[src/rtl/prism_tx_shifter.sv]
// PRISM transmit path: a register-bus push FIFO feeding an 8-bit serialiser stepped by shift_req.
// Status/control lives at ADDR_STAT; irq is a registered level on idle or a sticky error.
module prism_tx_shifter #(
    parameter int         DEPTH     = 4,
    parameter logic [5:0] ADDR_DATA = 6'h1C,
    parameter logic [5:0] ADDR_STAT = 6'h1D
) (
    input  logic        clk,
    input  logic        rst,
    input  logic [5:0]  address,
    input  logic [31:0] data_in,
    input  logic [1:0]  data_write_n,
    input  logic [1:0]  data_read_n,
    output logic [31:0] data_out,
    output logic        data_ready,
    input  logic        shift_req,
    input  logic        shift_dir,
    output logic        tx_data,
    output logic        tx_idle,
    output logic        byte_done,
    output logic        fifo_full,
    output logic        fifo_empty,
    output logic        irq
);

    localparam int PTR_W = $clog2(DEPTH);
    localparam int CNT_W = $clog2(DEPTH + 1);

    logic [7:0]       r_mem [DEPTH];
    logic [PTR_W-1:0] r_wr_ptr;
    logic [PTR_W-1:0] r_rd_ptr;
    logic [CNT_W-1:0] r_count;
    logic [7:0]       r_sr;
    logic [3:0]       r_bcnt;
    logic             r_overflow;
    logic             r_underrun;
    logic             r_irq_en;
    logic             r_byte_done;
    logic             r_irq;

    logic w_write, w_wr_data, w_wr_stat, w_flush;
    logic w_full, w_empty, w_busy, w_tx_idle;
    logic w_load, w_shift, w_last_shift, w_reload, w_pop, w_push;
    logic w_overflow_evt, w_underrun_evt;
    logic w_unused;

    assign w_write   = (data_write_n != 2'b11);
    assign w_wr_data = w_write && (address == ADDR_DATA);
    assign w_wr_stat = w_write && (address == ADDR_STAT);
    assign w_flush   = w_wr_stat && data_in[15];

    assign w_full    = (r_count == CNT_W'(DEPTH));
    assign w_empty   = (r_count == '0);
    assign w_busy    = (r_bcnt != 4'd0);
    assign w_tx_idle = !w_busy && w_empty;

    // A shift that empties the shifter pops the next byte in the same cycle, so the
    // serial stream has no gap and the strobe never sees an empty shifter.
    assign w_load       = !w_busy && !w_empty;
    assign w_shift      = w_busy && shift_req;
    assign w_last_shift = w_shift && (r_bcnt == 4'd1);
    assign w_reload     = w_last_shift && !w_empty;
    assign w_pop        = w_load || w_reload;
    assign w_push       = w_wr_data && (!w_full || w_pop);

    assign w_overflow_evt = w_wr_data && w_full && !w_pop;
    assign w_underrun_evt = shift_req && !w_busy;

    // NOTE: sequential state uses non-blocking assignments so every register samples pre-edge values.
    always_ff @(posedge clk) begin
        if (rst) begin
            r_wr_ptr    <= '0;
            r_rd_ptr    <= '0;
            r_count     <= '0;
            r_sr        <= 8'h00;
            r_bcnt      <= 4'd0;
            r_overflow  <= 1'b0;
            r_underrun  <= 1'b0;
            r_irq_en    <= 1'b0;
            r_byte_done <= 1'b0;
            r_irq       <= 1'b0;
        end else begin
            r_byte_done <= w_last_shift && !w_flush;
            r_irq       <= r_irq_en && (w_tx_idle || r_overflow || r_underrun);
            r_overflow  <= (r_overflow && !(w_wr_stat && data_in[9])) || w_overflow_evt;
            r_underrun  <= (r_underrun && !(w_wr_stat && data_in[10])) || w_underrun_evt;
            if (w_wr_stat) begin
                r_irq_en <= data_in[8];
            end

            if (w_flush) begin
                r_wr_ptr <= '0;
                r_rd_ptr <= '0;
                r_count  <= '0;
                r_sr     <= 8'h00;
                r_bcnt   <= 4'd0;
            end else begin
                if (w_push) begin
                    r_wr_ptr <= r_wr_ptr + PTR_W'(1);
                end
                if (w_pop) begin
                    r_rd_ptr <= r_rd_ptr + PTR_W'(1);
                end
                case ({w_push, w_pop})
                    2'b10:   r_count <= r_count + CNT_W'(1);
                    2'b01:   r_count <= r_count - CNT_W'(1);
                    default: ;
                endcase

                if (w_pop) begin
                    r_sr   <= r_mem[r_rd_ptr];
                    r_bcnt <= 4'd8;
                end else if (w_shift) begin
                    r_sr   <= shift_dir ? {1'b0, r_sr[7:1]} : {r_sr[6:0], 1'b0};
                    r_bcnt <= r_bcnt - 4'd1;
                end
            end
        end
    end

    // NOTE: the data array has no reset; count and pointers alone decide which entries are valid.
    always_ff @(posedge clk) begin
        if (!rst && w_push) begin
            r_mem[r_wr_ptr] <= data_in[7:0];
        end
    end

    // NOTE: data_out gets its default first so no path leaves it unassigned (no latch).
    always_comb begin
        data_out = 32'h0;
        if (address == ADDR_STAT) begin
            data_out = {21'h0, r_underrun, r_overflow, r_irq_en, 4'(r_count),
                        w_busy, 1'b0, w_full, w_empty};
        end
    end

    assign data_ready = 1'b1;
    assign tx_data    = w_busy ? (shift_dir ? r_sr[0] : r_sr[7]) : 1'b1;
    assign tx_idle    = w_tx_idle;
    assign byte_done  = r_byte_done;
    assign fifo_full  = w_full;
    assign fifo_empty = w_empty;
    assign irq        = r_irq;

    assign w_unused = ^{data_read_n, data_in[31:16], data_in[14:11]};

endmodule

[config.mk]
export PLATFORM = sky130hd
export DESIGN_NAME = prism_tx_shifter
export DESIGN_NICKNAME = d
export VERILOG_FILES = /design/src/rtl/prism_tx_shifter.sv
export SDC_FILE = /design/constraint.sdc
export NUM_CORES = 1
export LEC_CHECK = 0
export ABC_AREA = 1
export CAP_MARGIN = 20
export CORE_UTILIZATION = 25
export DETAILED_ROUTE_END_ITERATION = 8
export GPL_ROUTABILITY_DRIVEN = 1
export SYNTH_ARGS = -nofsm -noshare
export SYNTH_HDL_FRONTEND = slang
export SYNTH_SLANG_ARGS = --single-unit
[constraint.sdc]
create_clock -name clk -period 1.9 [get_ports clk]
set_clock_uncertainty 0.1 [all_clocks]
set_input_delay 0.38 -clock clk [delete_from_list [all_inputs] [get_ports clk]]
set_output_delay 0.38 -clock clk [all_outputs]
set_load 0.03 [all_outputs]
==> out/qor.csv, run 1 <==
stage;metric;value;unit
setup_path;CP Capture Type;register;
cells_and_area;Final Util;35.0;%
setup_path;Required @ worst endpoint;1.83;ns
global_routing;initial antenna violation count;0;
synthesis;Post-Synth Simple-Gate Area;24.8;%
setup_path;register-to-register setup slack;0.03;ns
run_status;run status;finished, final reports clean;
power;Power Dens Cells;1350;nW/um^2
routing;vias per inst;4.23;
floorplan;die width;110;um
placed_design;dpl ws;-0.389;ns
job;Max Cap Viol;0;
sta;Period minus WS final;1.87;ns
setup_path;Register-to-Register Path Depth;11;
routing;drt first-iter violations;101;
setup_path;buffers plus inverters on the worst setup path;3;
cells_and_area;fillers;1145;
setup_path;top cell family by delay on the critical path;simple AND/OR/NAND/NOR gates;
cells_and_area;nets;458;
synthesis;synthesis-stage register bit count;58;
hold_path;hold crit path type;reg2reg;
routing;Total Wirelength;6260;um
routing;via count;2339;
clock_tree;root buffer cell;clkbuf_16;
global_routing;vias in the first global route;2293;
synthesis;Post-Synth XOR/XNOR Area;0;%
synthesis;syn_area_per_cell;8.84;um^2
setup_path;crit-path most repeated cell;nand2_4;
placed_design;gpl congestion;0.771;
synthesis;largest family of logic cells by synthesized area;simple AND/OR/NAND/NOR gates;
clock_tree;Clock Path Buffers;2;
setup_path;Max FO, Critical Path;8;
synthesis;synthesized instance count;333;
synthesis;mux share of post-synthesis cell area;0;%
power;Leakage Power;1.67;nW
floorplan;die footprint;12200;um^2
setup_path;end point of the critical path;r_mem[0][7]$_DFFE_PP_;
setup_path;cell chain of the critical path;nor2_4 -> nand2_4 -> o21ai_4 -> buf_6 -> nand2_4 -> nand2_2 -> nand2_2 -> inv_2 -> nand2_4 -> nor2_4 -> buf_6;
routing;DRC;0;
clock_tree;CTS tree;done;
hold_path;Worst Hold Depth;2;
global_routing;Overflow after GRT;0;
clock_tree;CTS sink count;58;
routing;DRT antenna net count;0;
setup_path;FF-to-FF Start;r_bcnt[2]$_SDFFE_PP0P_;
power;Worst VDD drop;0.721;mV
synthesis;Post-Synth Adder-Cell Area;3.23;%
clock_tree;clock-pin slew on the worst setup and hold paths;0.05;ns
setup_path;CP peak stage delay;0.34;ns
synthesis;Syn. warnings;0;
global_routing;global-route usage over all layers;10.8;%
sta;RSZ-0062 raised after global routing;yes;
cells_and_area;design area;4010;um^2
sta;max-slew violations;0;
clock_tree;Worst-Skew Late Latency;0.32;ns
setup_path;slowest cell on the critical path;dfxtp_2;
setup_path;Worst R2R End;r_mem[0][7]$_DFFE_PP_;
cells_and_area;area delta synth->final;36.4;%
synthesis;Synth Area in Compound Gates;7.61;%
floorplan;Core Region;11500;um^2
routing;drt first pass iters;6;
clock_tree;Inserted Clock Buffers;9;
global_routing;largest net degree at the start of global routing;24;
floorplan;Top Ports;85;
synthesis;Synth cell types;35;
global_routing;first-pass GRT wire length;10500;um
sta;post-route clock period utilization;98.2;%
setup_path;WP data arrival;1.80;ns
floorplan;row count;39;
cells_and_area;antenna cells;0;
cells_and_area;fraction of layout cells with a size suffix above 1;26.3;%
floorplan;Initial Utilization;25.7;%
setup_path;CP Launch Point;r_bcnt[2]$_SDFFE_PP0P_;
clock_tree;H-Tree Level Count;3;
synthesis;Cell Area, Synth;2940;um^2
synthesis;post-synthesis sequential area ratio;50.3;%
routing;wire per inst;11.3;um
placed_design;post-placement cell area;3510;um^2
sta;slack of the critical path;0.0342;ns
sta;final setup violating endpoints;0;
sta;final hold violations;0;
sta;fmax;0.536;GHz
setup_path;critical path depth;11;
setup_path;critical path type;reg2reg;
setup_path;CP Launch Type;register;
clock_tree;hold_buf cts;0;
floorplan;die height;110;um
placed_design;port bufs;38;
placed_design;Post-DP HPWL;4540;um
worst min-delay path, stage by stage, from the launching register on:
cell and delay [ns]:
dfxtp_1 0.30, inv_1 0.07, nor3_1 0.05
per-stage QoR:
stage	hold slack (ns)	power (W)	TNS (ns)	instances
2_1_floorplan	0.333	0.00301	-2.71	355
3_3_place_gp	0.353	0.00350	-16.69	532
3_5_place_dp	0.369	0.00353	-16.88	532
4_1_cts	0.376	0.00526	-0.710	549
5_1_grt	0.402	0.00579	-1.45	553
6_report	0.367	0.00544	0	553
routing by layer:
layer / GRT usage, % / vias up / share of wire, %
li1: - / 1194 / -
met1: 13.2 / 1087 / 47
met2: 18.1 / 56 / 50
met3: 3.90 / 2 / 3.6
met4: 2.67 / 0 / 0.27
met5: 0 / - / 0
what timing repair did:
action	CTS	global route
gates resized for setup	29	35
endpoints found under the setup margin	47	50
setup buffers	1	4
pin swaps	7	7
cell families (layout without fill, tap and decap cells):
| kind of cell | after synthesis | count (layout) |
|---|---|---|
| AOI/OAI and AO/OA | 40 | 40 |
| adders and majority gates | 7 | 7 |
| buffers and inverters | 72 | 127 |
| DFF | 58 | 58 |
| other | 2 | 24 |
| and+or+nand+nor | 154 | 154 |
cells in the mapped netlist (all sizes together):
master	number	area share (%)
edfxtp	32	33
ha	6	2.6
fa	1	0.68
o22ai	8	1.7
conb	2	0.26
buf	32	8.7
nor2	48	7.7
inv	39	5.0
nand2	61	8.3
and3	1	0.21
nand3	28	4.8
o21ai	21	3.7
or2	2	0.43
clkbuf	1	0.13
dfxtp	26	18
a21oi	7	1.3
nor3	7	1.2
nand4	7	2.2
a21boi	1	0.26
a31oi	3	0.64
registers in the layout, summed over array words and instances, names as in the netlist, named ones only:
signal	cells
r_mem	32
r_sr	8
r_bcnt	4
r_count	3
r_rd_ptr	2
r_wr_ptr	2
byte_done	1
irq	1
r_irq_en	1
r_overflow	1
r_underrun	1
cell type report:
cell class | instances | area (um^2) | share of cell area [%]
clock buffers | 9 | 225 | 5.61
clock inverters | 7 | 77.6 | 1.93
inverters | 39 | 149 | 3.71
multi-input cells | 225 | 1250 | 31.3
flip-flops and latches | 58 | 1490 | 37.1
well taps | 143 | 179 | 4.46
repair buffers | 72 | 641 | 16.0
worst min path at each step:
stage                               start        endpoint  slack [ns]
finish              r_irq_en$_SDFFE_PP0N_  irq$_SDFF_PP0_        0.37
global route        r_irq_en$_SDFFE_PP0N_  irq$_SDFF_PP0_        0.40
CTS                 r_irq_en$_SDFFE_PP0N_  irq$_SDFF_PP0_        0.38
detailed placement  r_irq_en$_SDFFE_PP0N_  irq$_SDFF_PP0_        0.37
global placement    r_irq_en$_SDFFE_PP0N_  irq$_SDFF_PP0_        0.35
floorplan           r_irq_en$_SDFFE_PP0N_  irq$_SDFF_PP0_        0.33
layout by cell type, fill, tap and decap left out, types with 2 or more instances in the layout:
| master | synthesis | layout |
|---|---|---|
| inv_1 | 35 | 27 |
| nand2_2 | 3 | 4 |
| nand2_4 | 1 | 4 |
| dlygate4sd2_1 | 0 | 6 |
| nor2_1 | 41 | 34 |
| nand2_1 | 57 | 53 |
| ha_1 | 6 | 4 |
| nand4_4 | 1 | 2 |
| inv_6 | 0 | 2 |
| nor3_1 | 7 | 7 |
| nor2_2 | 3 | 3 |
| clkinvlp_4 | 0 | 4 |
| buf_6 | 4 | 12 |
| a31oi_1 | 3 | 3 |
| dfxtp_1 | 26 | 23 |
| dfxtp_2 | 0 | 2 |
| o21ai_0 | 19 | 19 |
| buf_4 | 24 | 34 |
| clkdlybuf4s50_1 | 0 | 18 |
| nor2_4 | 3 | 10 |
| nand4_1 | 5 | 5 |
| inv_2 | 4 | 11 |
| a21oi_1 | 6 | 6 |
| clkbuf_16 | 0 | 9 |
| conb_1 | 2 | 24 |
| nand3_1 | 28 | 27 |
| edfxtp_1 | 32 | 32 |
| o22ai_1 | 8 | 8 |
report_power, final:
group	switching, W	internal [W]	total [W]	leakage (nW)
Combinational	0.00134	0.000900	0.00224	1.03
Clock	0.000583	0.00102	0.00160	0.135
Sequential	0.000117	0.00147	0.00159	0.502
Total	0.00204	0.00339	0.00544	1.67
Note: power is estimated with default switching activity, not from simulation.
==> run 2, diff against run 1 <==
--- a/config.mk
+++ b/config.mk
@@ -10,6 +10,7 @@
 export CORE_UTILIZATION = 25
 export DETAILED_ROUTE_END_ITERATION = 8
 export GPL_ROUTABILITY_DRIVEN = 1
+export SLEW_MARGIN = 20
 export SYNTH_ARGS = -nofsm -noshare
 export SYNTH_HDL_FRONTEND = slang
 export SYNTH_SLANG_ARGS = --single-unit
==> constraint.sdc (replaced) <==
create_clock -name clk -period 1.9 [get_ports clk]
set_clock_uncertainty 0.1 [all_clocks]
set_input_delay 0.19 -clock clk [delete_from_list [all_inputs] [get_ports clk]]
set_output_delay 0.19 -clock clk [all_outputs]
set_load 0.03 [all_outputs]
==> run 2 against run 1 <==
- die area is the same
- count of clock-buffer cells in the layout unchanged
- sequential power is essentially flat
- worst setup slack better by 0.044 ns
- register-to-register slack gained 0.04 ns
- global-route usage rose by 0.20 points
- wire length shrank 1.8%
- critical path depth shrank 4
- critical endpoint is now r_count[1]$_SDFFE_PP0P_
- first-iteration DRC count shrank 28%
- non-clock buffer count down 9
- clock power grew 9%
- worst hold slack improved by 0.0052 ns
==> out/qor.csv, run 2 (same netlist as run 1, synthesis figures left out) <==
stage;metric;value;unit
run_status;run status;finished, final reports clean;
cells_and_area;commonest non-fill, non-tap cell in the layout;nand2_1;
job;Max Cap Viol;0;
sta;final setup violating endpoints;0;
global_routing;largest net degree at the start of global routing;24;
routing;via count;2300;
clock_tree;root buffer cell;clkbuf_16;
clock_tree;Clock Path Buffers;2;
cells_and_area;area delta synth->final;32.2;%
cells_and_area;Largest Register;r_mem;
sta;max-slew violations;0;
setup_path;CP Launch Type;register;
clock_tree;H-Tree Level Count;3;
routing;Total Wirelength;6150;um
setup_path;Required @ worst endpoint;2.02;ns
hold_path;hold crit path type;reg2reg;
floorplan;Core Region;11500;um^2
power;Worst VDD drop;0.708;mV
global_routing;vias in the first global route;2229;
global_routing;global-route usage over all layers;11.0;%
routing;DRT antenna net count;0;
cells_and_area;nets;449;
cells_and_area;biggest regs;r_mem x32, r_sr x8, r_bcnt x4;
routing;vias per inst;4.23;
floorplan;die width;110;um
clock_tree;Worst-Skew Late Latency;0.32;ns
placed_design;placed cells;525;
clock_tree;CTS tree;done;
setup_path;critical path type;reg2reg;
clock_tree;hold_buf cts;0;
clock_tree;Inserted Clock Buffers;9;
cells_and_area;post-route insts no fill;544;
power;PnR Total Power;0.00540;W
floorplan;die footprint;12200;um^2
sta;Hold Slack;0.372;ns
routing;wire per inst;11.3;um
cells_and_area;Final Util;33.9;%
clock_tree;clock-pin slew on the worst setup and hold paths;0.05;ns
routing;drt first pass iters;4;
sta;fmax;0.549;GHz
floorplan;Initial Utilization;25.7;%
sta;Period minus WS final;1.82;ns
power;Power Dens Cells;1390;nW/um^2
clock_tree;CTS sink count;58;
setup_path;Max FO, Critical Path;4;
sta;final hold violations;0;
floorplan;die height;110;um
floorplan;row count;39;
sta;post-route clock period utilization;95.9;%
cells_and_area;max FFs per register;32;
cells_and_area;commonest cells after routing, fill and taps aside;54 x nand2_1, 35 x nor2_1, 32 x edfxtp_1, 31 x inv_1, 30 x buf_4;
cells_and_area;fraction of layout cells with a size suffix above 1;22.7;%
power;Leakage Power;1.60;nW
setup_path;WP data arrival;1.94;ns
routing;DRC;0;
placed_design;gpl congestion;0.781;
sta;RSZ-0062 raised after global routing;yes;
global_routing;Overflow after GRT;0;
global_routing;first-pass GRT wire length;10700;um
floorplan;Top Ports;85;
setup_path;CP Capture Type;register;
cells_and_area;antenna cells;0;
routing;drt first-iter violations;73;
placed_design;port bufs;38;
global_routing;initial antenna violation count;0;
placed_design;Post-DP HPWL;4300;um
==> run 2: cell types whose count changed in the layout (fill, tap and decap cells not counted), moves of 6 or more <==
cell	before	now
buf_6	12	6
nor2_4	10	3
nor2_2	3	9
clkdlybuf4s50_1	18	25
==> run 2: power breakdown <==
part | switching, W | internal, W | leakage (nW) | total, W
Sequential | 0.000114 | 0.00147 | 0.501 | 0.00158
Combinational | 0.00128 | 0.000792 | 0.948 | 0.00207
Clock | 0.000592 | 0.00116 | 0.153 | 0.00175
==> run 2: critical path: stages (launching register included) <==
cell	delay (ns)
dfxtp_1	0.33
nor2_2	0.16
nand2_2	0.09
o21ai_4	0.19
nand3_2	0.12
fa_2	0.54
a21boi_2	0.14
nor2_1	0.04
==> run 2: path summary, 6_finish.rpt <==
path                               start                 endpoint  slack (ns)  cells past startpoint
setup / recovery  r_bcnt[2]$_SDFFE_PP0P_  r_count[1]$_SDFFE_PP0P_        0.08                      7
hold / removal     r_irq_en$_SDFFE_PP0N_           irq$_SDFF_PP0_        0.37                      2
setup reg to reg  r_bcnt[2]$_SDFFE_PP0P_  r_count[1]$_SDFFE_PP0P_        0.08                      7
hold reg to reg    r_irq_en$_SDFFE_PP0N_           irq$_SDFF_PP0_        0.37                      2
==> run 2: area by class of cell <==
class                           count  area, um^2
Clock buffer                        9         225
Fill cell                        1163        7580
Inverter                           39         146
Sequential cell                    58        1480
Clock inverter                      7         101
Multi-Input combinational cell    225        1190
Timing Repair Buffer               63         561
Tap cell                          143         179
==> run 2: layer usage <==
layer  global-route usage (%)  wire [um]  vias to the layer above
met5                        0          0                        -
li1                         -          -                     1178
met3                     4.06        278                        7
met2                     17.2       2860                       70
met4                     3.20         72                        0
met1                     14.2       2940                     1045
==> run 2: through the flow <==
step	setup TNS [ns]	setup WS, ns	instance area [um^2]
2_1_floorplan	-2.71	-0.0846	3030
3_3_place_gp	-4.06	-0.215	3460
3_5_place_dp	-4.50	-0.250	3460
4_1_cts	-0.0403	-0.0214	3800
5_1_grt	-0.481	-0.0370	3890
6_report	0	0.0784	3890
==> run 2: what timing repair did <==
action	in CTS	in global routing
gates resized for setup	4	27
pin swaps	1	7
buffers inserted	0	3
setup endpoints to repair	4	46
